==> config.mk <==
export PLATFORM = sky130hd
export DESIGN_NAME = rr_arbiter8
export DESIGN_NICKNAME = d
export VERILOG_FILES = /design/src/rtl/rr_arbiter8.sv
export SDC_FILE = /design/constraint.sdc
export NUM_CORES = 1
export LEC_CHECK = 0
export CAP_MARGIN = 20
export CORE_AREA = 2 2 64 66
export DETAILED_ROUTE_END_ITERATION = 8
export DIE_AREA = 0 0 66 68
export PLACE_DENSITY = 0.85
export SLEW_MARGIN = 20
export SYNTH_ARGS = -nofsm -noshare
export SYNTH_HDL_FRONTEND = slang
export SYNTH_SLANG_ARGS = --single-unit
==> constraint.sdc <==
create_clock -name clk -period 5.1 [get_ports clk]
set_input_delay 0.51 -clock clk [delete_from_list [all_inputs] [get_ports clk]]
set_output_delay 0.51 -clock clk [all_outputs]
set_load 0.02 [all_outputs]
==> src/rtl/rr_arbiter8.sv <==
`default_nettype none
// ============================================================================
// Module   : rr_arbiter8
// Brief    : Round-robin arbiter for 8 requesters with a registered index and
//            one-hot grant. A per-grant hold timer forces release and locks out
//            a requester until it drops its request.
// Revision : 1.0
// ============================================================================
module rr_arbiter8 #(
  parameter int MAX_HOLD = 16,
  parameter int CNT_W    = 5
) (
  input  logic       clk,
  input  logic       rst_n,
  input  logic [7:0] req,
  output logic       gnt_valid,
  output logic [2:0] gnt_idx,
  output logic [7:0] gnt,
  output logic       timeout
);

  localparam logic [0:0]       c_IDLE      = 1'b0;
  localparam logic [0:0]       c_GRANT     = 1'b1;
  localparam bit               c_TIMER_EN  = (MAX_HOLD != 0);
  localparam logic [CNT_W-1:0] c_HOLD_LAST = CNT_W'(c_TIMER_EN ? MAX_HOLD - 1 : 0);

  logic [0:0]       r_state,    w_state_nxt;
  logic [2:0]       r_ptr,      w_ptr_nxt;
  logic [2:0]       r_idx,      w_idx_nxt;
  logic [CNT_W-1:0] r_hold_cnt, w_hold_cnt_nxt;
  logic [7:0]       r_lockout,  w_lockout_nxt;
  logic             r_timeout,  w_timeout_nxt;
  logic [7:0]       r_gnt,      w_gnt_nxt;

  logic [7:0]       w_eligible;
  logic             w_found;
  logic [2:0]       w_winner;
  logic [2:0]       w_cand;
  logic             w_release;
  logic             w_forced;

  assign w_eligible = req & ~r_lockout;

  // First eligible requester at or after the pointer, wrapping 7 -> 0.
  always_comb begin
    w_found  = 1'b0;
    w_winner = r_ptr;
    w_cand   = r_ptr;
    for (int k = 0; k < 8; k++) begin
      w_cand = r_ptr + 3'(k);
      if (!w_found && w_eligible[w_cand]) begin
        w_found  = 1'b1;
        w_winner = w_cand;
      end
    end
  end

  // State register together with the registered datapath.
  always_ff @(posedge clk or negedge rst_n) begin
    if (!rst_n) begin
      r_state    <= c_IDLE;
      r_ptr      <= 3'd0;
      r_idx      <= 3'd0;
      r_hold_cnt <= '0;
      r_lockout  <= 8'h00;
      r_timeout  <= 1'b0;
      r_gnt      <= 8'h00;
    end else begin
      r_state    <= w_state_nxt;
      r_ptr      <= w_ptr_nxt;
      r_idx      <= w_idx_nxt;
      r_hold_cnt <= w_hold_cnt_nxt;
      r_lockout  <= w_lockout_nxt;
      r_timeout  <= w_timeout_nxt;
      r_gnt      <= w_gnt_nxt;
    end
  end

  always_comb begin
    w_state_nxt    = r_state;
    w_ptr_nxt      = r_ptr;
    w_idx_nxt      = r_idx;
    w_hold_cnt_nxt = r_hold_cnt;
    w_timeout_nxt  = 1'b0;
    w_lockout_nxt  = r_lockout & req;
    w_release      = 1'b0;
    w_forced       = 1'b0;
    case (r_state)
      c_IDLE: begin
        if (w_found) begin
          w_state_nxt    = c_GRANT;
          w_idx_nxt      = w_winner;
          w_hold_cnt_nxt = '0;
        end
      end
      c_GRANT: begin
        // A dropped request wins over a simultaneous timer expiry.
        if (!req[r_idx]) begin
          w_release = 1'b1;
        end else if (c_TIMER_EN && (r_hold_cnt == c_HOLD_LAST)) begin
          w_release = 1'b1;
          w_forced  = 1'b1;
        end else begin
          w_hold_cnt_nxt = r_hold_cnt + CNT_W'(1);
        end
        if (w_release) begin
          w_state_nxt = c_IDLE;
          w_idx_nxt   = 3'd0;
          w_ptr_nxt   = r_idx + 3'd1;
        end
        if (w_forced) begin
          w_timeout_nxt          = 1'b1;
          w_lockout_nxt[r_idx]   = 1'b1;
        end
      end
      default: begin
        w_state_nxt = c_IDLE;
      end
    endcase
    w_gnt_nxt = (w_state_nxt == c_GRANT) ? (8'd1 << w_idx_nxt) : 8'h00;
  end

  always_comb begin
    gnt_valid = (r_state == c_GRANT);
    gnt_idx   = r_idx;
    gnt       = r_gnt;
    timeout   = r_timeout;
  end

endmodule
`default_nettype wire
==> parameters.txt, run 1 <==
Parameter                              Value

Run status
  Run status    finished clean

Cells and area
  Count of nets after finishing    278
  Count of placed standard cells in the final layout, fillers left out    314
  Summed area of non-filler cells in the final layout    2610 sq um
  Highest-count cells in the layout ignoring fill and taps    sky130_fd_sc_hd__nand2_1 (33), sky130_fd_sc_hd__dfrtp_1 (29), sky130_fd_sc_hd__nor2_1 (24)
  Antenna diode instance count    0
  Share of final-layout standard cells stronger than drive strength 1    11.0%
  Area growth from synthesis to layout    14.4%
  Leading cell type in the layout, fill and taps excluded    sky130_fd_sc_hd__nand2_1

Yosys
  Area fraction in compound gates after synthesis    16.4%
  Yosys Warn Count    0
  Multiplexer share of the synthesized area    22.9%
  Most used flip-flop cell after synthesis    sky130_fd_sc_hd__dfrtp_1
  Largest area contributor in the netlist    sky130_fd_sc_hd__dfrtp_1
  Top cell type's share of synthesized area    31.8%
  Adder and majority cell fraction of the synthesized area    2.74%
  Simple-Gate Fraction of Synth Area    21.8%
  Syn avg cell area    9.42 sq um
  Post-synth design cell area    2280 sq um
  Distinct cell type count of the synthesized netlist    51
  Net count after synthesis    257
  Proportion of synthesized flip-flops having asynchronous set or reset    100%
  Main combinational cell family by area after synthesis    multiplexers
  Register area share after synthesis    31.8%
  Post-synthesis share of cell area spent on xor and xnor gates    1.15%
  Dominant cells by area after synthesis    sky130_fd_sc_hd__dfrtp_1 (32%), sky130_fd_sc_hd__mux4_2 (14%), sky130_fd_sc_hd__mux2i_1 (7.9%), sky130_fd_sc_hd__nand2_1 (5.4%), sky130_fd_sc_hd__nand2b_1 (5.2%)
  Synthesized instance count    242
  Number of synthesized register bits    29
  Number of flops mapped to enable cells by yosys    0

Global route
  Antenna violations before repair    0
  First-pass GRT wire length    8320 um
  Largest net degree at the start of global routing    30
  Global Route Usage Sum    25.0%
  Residual overflow from global routing    0
  Number of global-route vias before repair    1735

Detailed routing
  Drt initial violations    168
  Wire per inst    16.2 um
  Via-per-instance ratio    6.30
  Detail Route Antenna Nets    0
  DRC Markers    0
  Sum of routed wire length over all layers    5100 um
  Vias post-DR    1979
  Detailed Routing Iterations Pass 1    4

Clock network
  H-tree depth    2
  Number of sinks handled by clock tree synthesis    29
  Clock-pin slew of the registers on the worst-case setup and hold paths    60 ps
  Latest clock arrival within the worst-skew pair    280 ps
  Clock Tree Root    sky130_fd_sc_hd__clkbuf_8
  Number of hold buffers added after CTS    0
  Worst-case clock buffer depth    2
  Number of gates resized after CTS    0
  Number of setup buffers added after CTS    0
  Clock buffer count from CTS    5
  Clock tree from TritonCTS    yes

Hold path
  Class of the tightest hold or removal check    flop to flop

STA
  Final sum of negative setup slack    0 ps
  Period utilisation layout    75.6%
  Actual transition at the worst max-transition pin    799 ps
  Endpoints failing hold    0
  Worst path setup slack after routing    1240 ps
  Maximum operating frequency    259 MHz
  Final slew viol count    0
  RSZ-0062 raised after global routing    no
  Clock Skews    3.56 ps
  Relative slew margins    46.8%
  Total setup violations reported at the end of the flow    0
  Minimum clock period    3860 ps

Power and ir drop
  Total leakage power    1.08 nW
  Final Total Pwr    0.00175 W
  Power density relative to cell area    672 nW/um^2
  Worst ir drop on vdd    0.000330 V

Floorplanning
  Die boundary width    66 um
  Initial standard-cell utilization of the core    59.1%
  Die area    4490 sq um
  Die H    68 um
  Area of the core    3860 sq um
  I/O pins    23
  Number of core rows    23

Critical path
  Required time at the endpoint of the critical path    5310 ps
  Max Fanout on Critical Path    15
  Crit Path Category    flop to flop
  Type of element launching the critical path    flop
  Data arrival time of the critical path    4060 ps
  Kind of end point of the critical path    flop

Placement
  Placed instance area    2520 sq um
  DPL Wire Length    3880 um
  Cell total after placement    306
  Post-Place Worst Slack    1310 ps
  Gp weighted congestion    0.907
  I/O Buffers    22

Flow run
  Reported max-cap violation count    0
-- worst max-delay path: stages (launching register included) --
cell and delay, ps:
sky130_fd_sc_hd__dfrtp_1 850, sky130_fd_sc_hd__inv_8 110, sky130_fd_sc_hd__ha_1 600, sky130_fd_sc_hd__clkinv_1 320
sky130_fd_sc_hd__mux4_2 580, sky130_fd_sc_hd__nor2b_1 190, sky130_fd_sc_hd__a31oi_2 360, sky130_fd_sc_hd__nor2_1 90
sky130_fd_sc_hd__a211o_1 300, sky130_fd_sc_hd__or2_1 270, sky130_fd_sc_hd__nor2_1 110
-- flip-flops by register name, indices dropped and copies added (netlist names) --
register and count:
gnt_idx 3, gnt_valid 1, r_ptr 3, timeout 1
r_hold_cnt 5, gnt 8, r_lockout 8
-- per-layer routing --
metal  track usage [%]  share of wire, %  vias to the layer above  routed length [um]
met2              39.6                48                       76                2430
met5                 0                 0                        -                   0
met3              6.25               5.6                       14                 285
met1              33.7                45                      954                2270
li1                  -                 -                      935                   -
met4              8.67               2.3                        0                 116
-- stage by stage --
stage,util [%],hold WS (ps)
finish,67.6,484
global route,67.6,503
CTS,67.6,482
detailed placement,65.5,467
global placement,65.5,463
floorplan,-,214
-- cells in the mapped netlist, drive strengths merged (2+ instances only) --
master   count
nand2       33
dfrtp       29
nor2        24
o21ai       21
nand2b      19
mux2i       18
mux4        14
nor2b        9
a21oi        7
a31oi        5
buf          5
ha           5
clkbuf       4
inv          4
o211ai       4
a41oi        3
and2         3
and3         2
mux2         2
nand3        2
nor3         2
o22ai        2
o2bb2ai      2
o31ai        2
xnor2        2
-- where the power goes --
part           leakage (nW)  internal (W)  total, W  switching [W]
combinational         0.642      0.000520   0.00118       0.000655
sequential            0.389      0.000283  0.000400       0.000116
clock                0.0450     0.0000941  0.000176      0.0000823
-- cell families after synthesis --
kind of cell | after synthesis
AND/OR/NAND/NOR | 100
AO/OA/AOI/OAI | 57
multiplexers | 34
flip-flops | 29
buffers and inverters | 14
adder cells (fa/ha/maj) | 5
XOR/XNOR | 3
-- area by class of cell --
type / instances / area, sq um
Clock buffer: 6 / 72.6
Clock inverter: 2 / 10.0
Fill cell: 306 / 1250
Inverter: 5 / 26.3
Multi-Input combinational cell: 199 / 1480
Sequential cell: 29 / 726
Tap cell: 50 / 62.6
Timing Repair Buffer: 23 / 228
-- worst paths after layout --
path                                      to         start  cells after the start  slack (ps)
min in group asynchronous             gnt[3]         rst_n                      2         610
worst min-delay path            r_lockout[4]  r_lockout[4]                      2         480
worst max-delay path                  gnt[2]      r_ptr[0]                     10        1240
max in group asynchronous             gnt[5]         rst_n                      2        4220
worst max register to register        gnt[2]      r_ptr[0]                     10        1240
worst min register to register  r_lockout[4]  r_lockout[4]                      2         480
Note: power is estimated with default switching activity, not from simulation.
==> inputs of run 2 (changes only) <==
--- a/config.mk
+++ b/config.mk
@@ -6,10 +6,10 @@
 export NUM_CORES = 1
 export LEC_CHECK = 0
 export CAP_MARGIN = 20
-export CORE_AREA = 2 2 64 66
+export CORE_AREA = 2 2 70 72
 export DETAILED_ROUTE_END_ITERATION = 8
-export DIE_AREA = 0 0 66 68
-export PLACE_DENSITY = 0.85
+export DIE_AREA = 0 0 72 74
+export PLACE_DENSITY = 0.75
 export SLEW_MARGIN = 20
 export SYNTH_ARGS = -nofsm -noshare
 export SYNTH_HDL_FRONTEND = slang
==> constraint.sdc (replaced) <==
create_clock -name clk -period 3.2 [get_ports clk]
set_input_delay 0.32 -clock clk [delete_from_list [all_inputs] [get_ports clk]]
set_output_delay 0.32 -clock clk [all_outputs]
set_load 0.02 [all_outputs]
==> run 2 against run 1 <==
- count of clock-buffer cells in the layout is the same
- clock skew about the same
- cell area is 4.5% higher
- worst hold slack worse by 72 ps
- setup slack worse by 1100 ps
- clock power grew 64%
- register-to-register slack got worse by 1100 ps
- combinational power rose by 80%
- routed wire length up 6.3%
- highest routed layer unchanged
==> parameters.txt, run 2 (synthesis gave the netlist of run 1 again) <==
Parameter                              Value

Critical path
  Data arrival time of the critical path    3220 ps
  Largest delay share family, worst path    compound AO/OA/AOI/OAI gates
  Crit path max-delay cell type    sky130_fd_sc_hd__mux4_2
  Type of element launching the critical path    flop
  Kind of end point of the critical path    flop
  Required time at the endpoint of the critical path    3410 ps
  Endpoint of the worst-slack reg-to-reg timing path    gnt[2]
  Combined buffer and inverter count along the critical path    2
  Crit Path Category    flop to flop
  Launch instance of the worst register-to-register path    r_ptr[0]
  Max Fanout on Critical Path    10
  Worst reg-to-reg setup slack    190 ps
  Cell count of the worst reg-to-reg path    10
  Critical path cell sequence    inv_8 > ha_2 > buf_4 > mux4_2 > a22oi_1 > o21bai_1 > and4b_1 > a211o_1 > or2_1 > nor2_1
  Largest stage delay on the critical path    590 ps

Clock network
  Number of sinks handled by clock tree synthesis    29
  H-tree depth    2
  Clock Tree Root    sky130_fd_sc_hd__clkbuf_8
  Latest clock arrival within the worst-skew pair    280 ps
  Clock-pin slew of the registers on the worst-case setup and hold paths    60 ps
  Number of gates resized after CTS    0
  Worst-case clock buffer depth    2
  Clock tree from TritonCTS    yes
  Number of setup buffers added after CTS    0
  Number of hold buffers added after CTS    0
  Clock buffer count from CTS    5

Placement
  I/O Buffers    22
  DPL Wire Length    4300 um
  Gp weighted congestion    0.936

Detailed routing
  DRC Markers    0
  Sum of routed wire length over all layers    5420 um
  Detail Route Antenna Nets    0
  Via-per-instance ratio    6.00
  Detailed Routing Iterations Pass 1    4
  Drt initial violations    127
  Wire per inst    16.3 um
  Vias post-DR    1991

Floorplanning
  Number of core rows    25
  Die boundary width    72 um
  Initial standard-cell utilization of the core    49.6%
  Area of the core    4600 sq um
  Die H    74 um
  I/O pins    23
  Die area    5330 sq um

STA
  Maximum operating frequency    332 MHz
  RSZ-0062 raised after global routing    no
  Minimum clock period    3010 ps
  Final sum of negative setup slack    0 ps
  Total setup violations reported at the end of the flow    0
  Relative slew margins    64.5%
  Clock Skews    3.25 ps
  Final slew viol count    0
  Period utilisation layout    94.0%
  Actual transition at the worst max-transition pin    518 ps
  Endpoints failing hold    0

Run status
  Run status    finished clean

Power and ir drop
  Worst ir drop on vdd    0.000480 V
  Final Total Pwr    0.00297 W
  Total leakage power    1.14 nW
  Power density relative to cell area    1090 nW/um^2

Cells and area
  Antenna diode instance count    0
  Area growth from synthesis to layout    19.5%
  Highest-count cells in the layout ignoring fill and taps    sky130_fd_sc_hd__nand2_1 (33), sky130_fd_sc_hd__dfrtp_1 (29), sky130_fd_sc_hd__nor2_1 (24)
  Count of nets after finishing    292
  Leading cell type in the layout, fill and taps excluded    sky130_fd_sc_hd__nand2_1
  Share of final-layout standard cells stronger than drive strength 1    15.8%

Global route
  Residual overflow from global routing    0
  First-pass GRT wire length    9060 um
  Global Route Usage Sum    22.7%
  Antenna violations before repair    0
  Number of global-route vias before repair    1894
  Largest net degree at the start of global routing    30

Hold path
  Class of the tightest hold or removal check    primary input to async pin

Flow run
  Reported max-cap violation count    0
run 2: report_power, final:
part | internal (W) | switching, W
clock network | 0.000150 | 0.000138
logic | 0.000959 | 0.00116
registers | 0.000453 | 0.000111
run 2: area by class of cell:
class                   count  area (sq um)
clock buffers               6          72.6
clock inverters             2          10.0
fillers                   415          1870
inverters                   5          26.3
multi-input cells         199          1490
flip-flops and latches     29           726
well taps                  54          67.6
repair buffers             37           337
run 2: how the worst max path moves through the flow:
stage / startpoint / depth (start not counted) / slack [ps] / end
CTS: r_ptr[0] / 10 / 160 / gnt[0]
finish: r_ptr[0] / 10 / 190 / gnt[2]
detailed placement: req[3] / 10 / -20 / gnt[0]
global placement: req[3] / 10 / 80 / gnt[0]
floorplan: r_ptr[1] / 12 / 50 / gnt[0]
global route: r_ptr[0] / 10 / 30 / gnt[0]
run 2: per-stage QoR:
step	utilization [%]	cells	area, sq um	hold WS, ps	setup slack [ps]
floorplan	-	242	2280	24.4	51.6
global placement	57.3	324	2640	462	75.6
detailed placement	57.3	324	2640	471	-24.4
CTS	59.1	332	2720	417	158
global route	59.2	332	2720	455	31.9
finish	59.2	332	2720	412	191
run 2: per-layer routing:
layer	global-route usage, %	vias to the layer above	share of wire, %
li1	-	963	-
met1	29.3	961	43
met2	38.8	59	50
met3	5.42	8	5.3
met4	5.87	0	1.3
met5	0	-	0
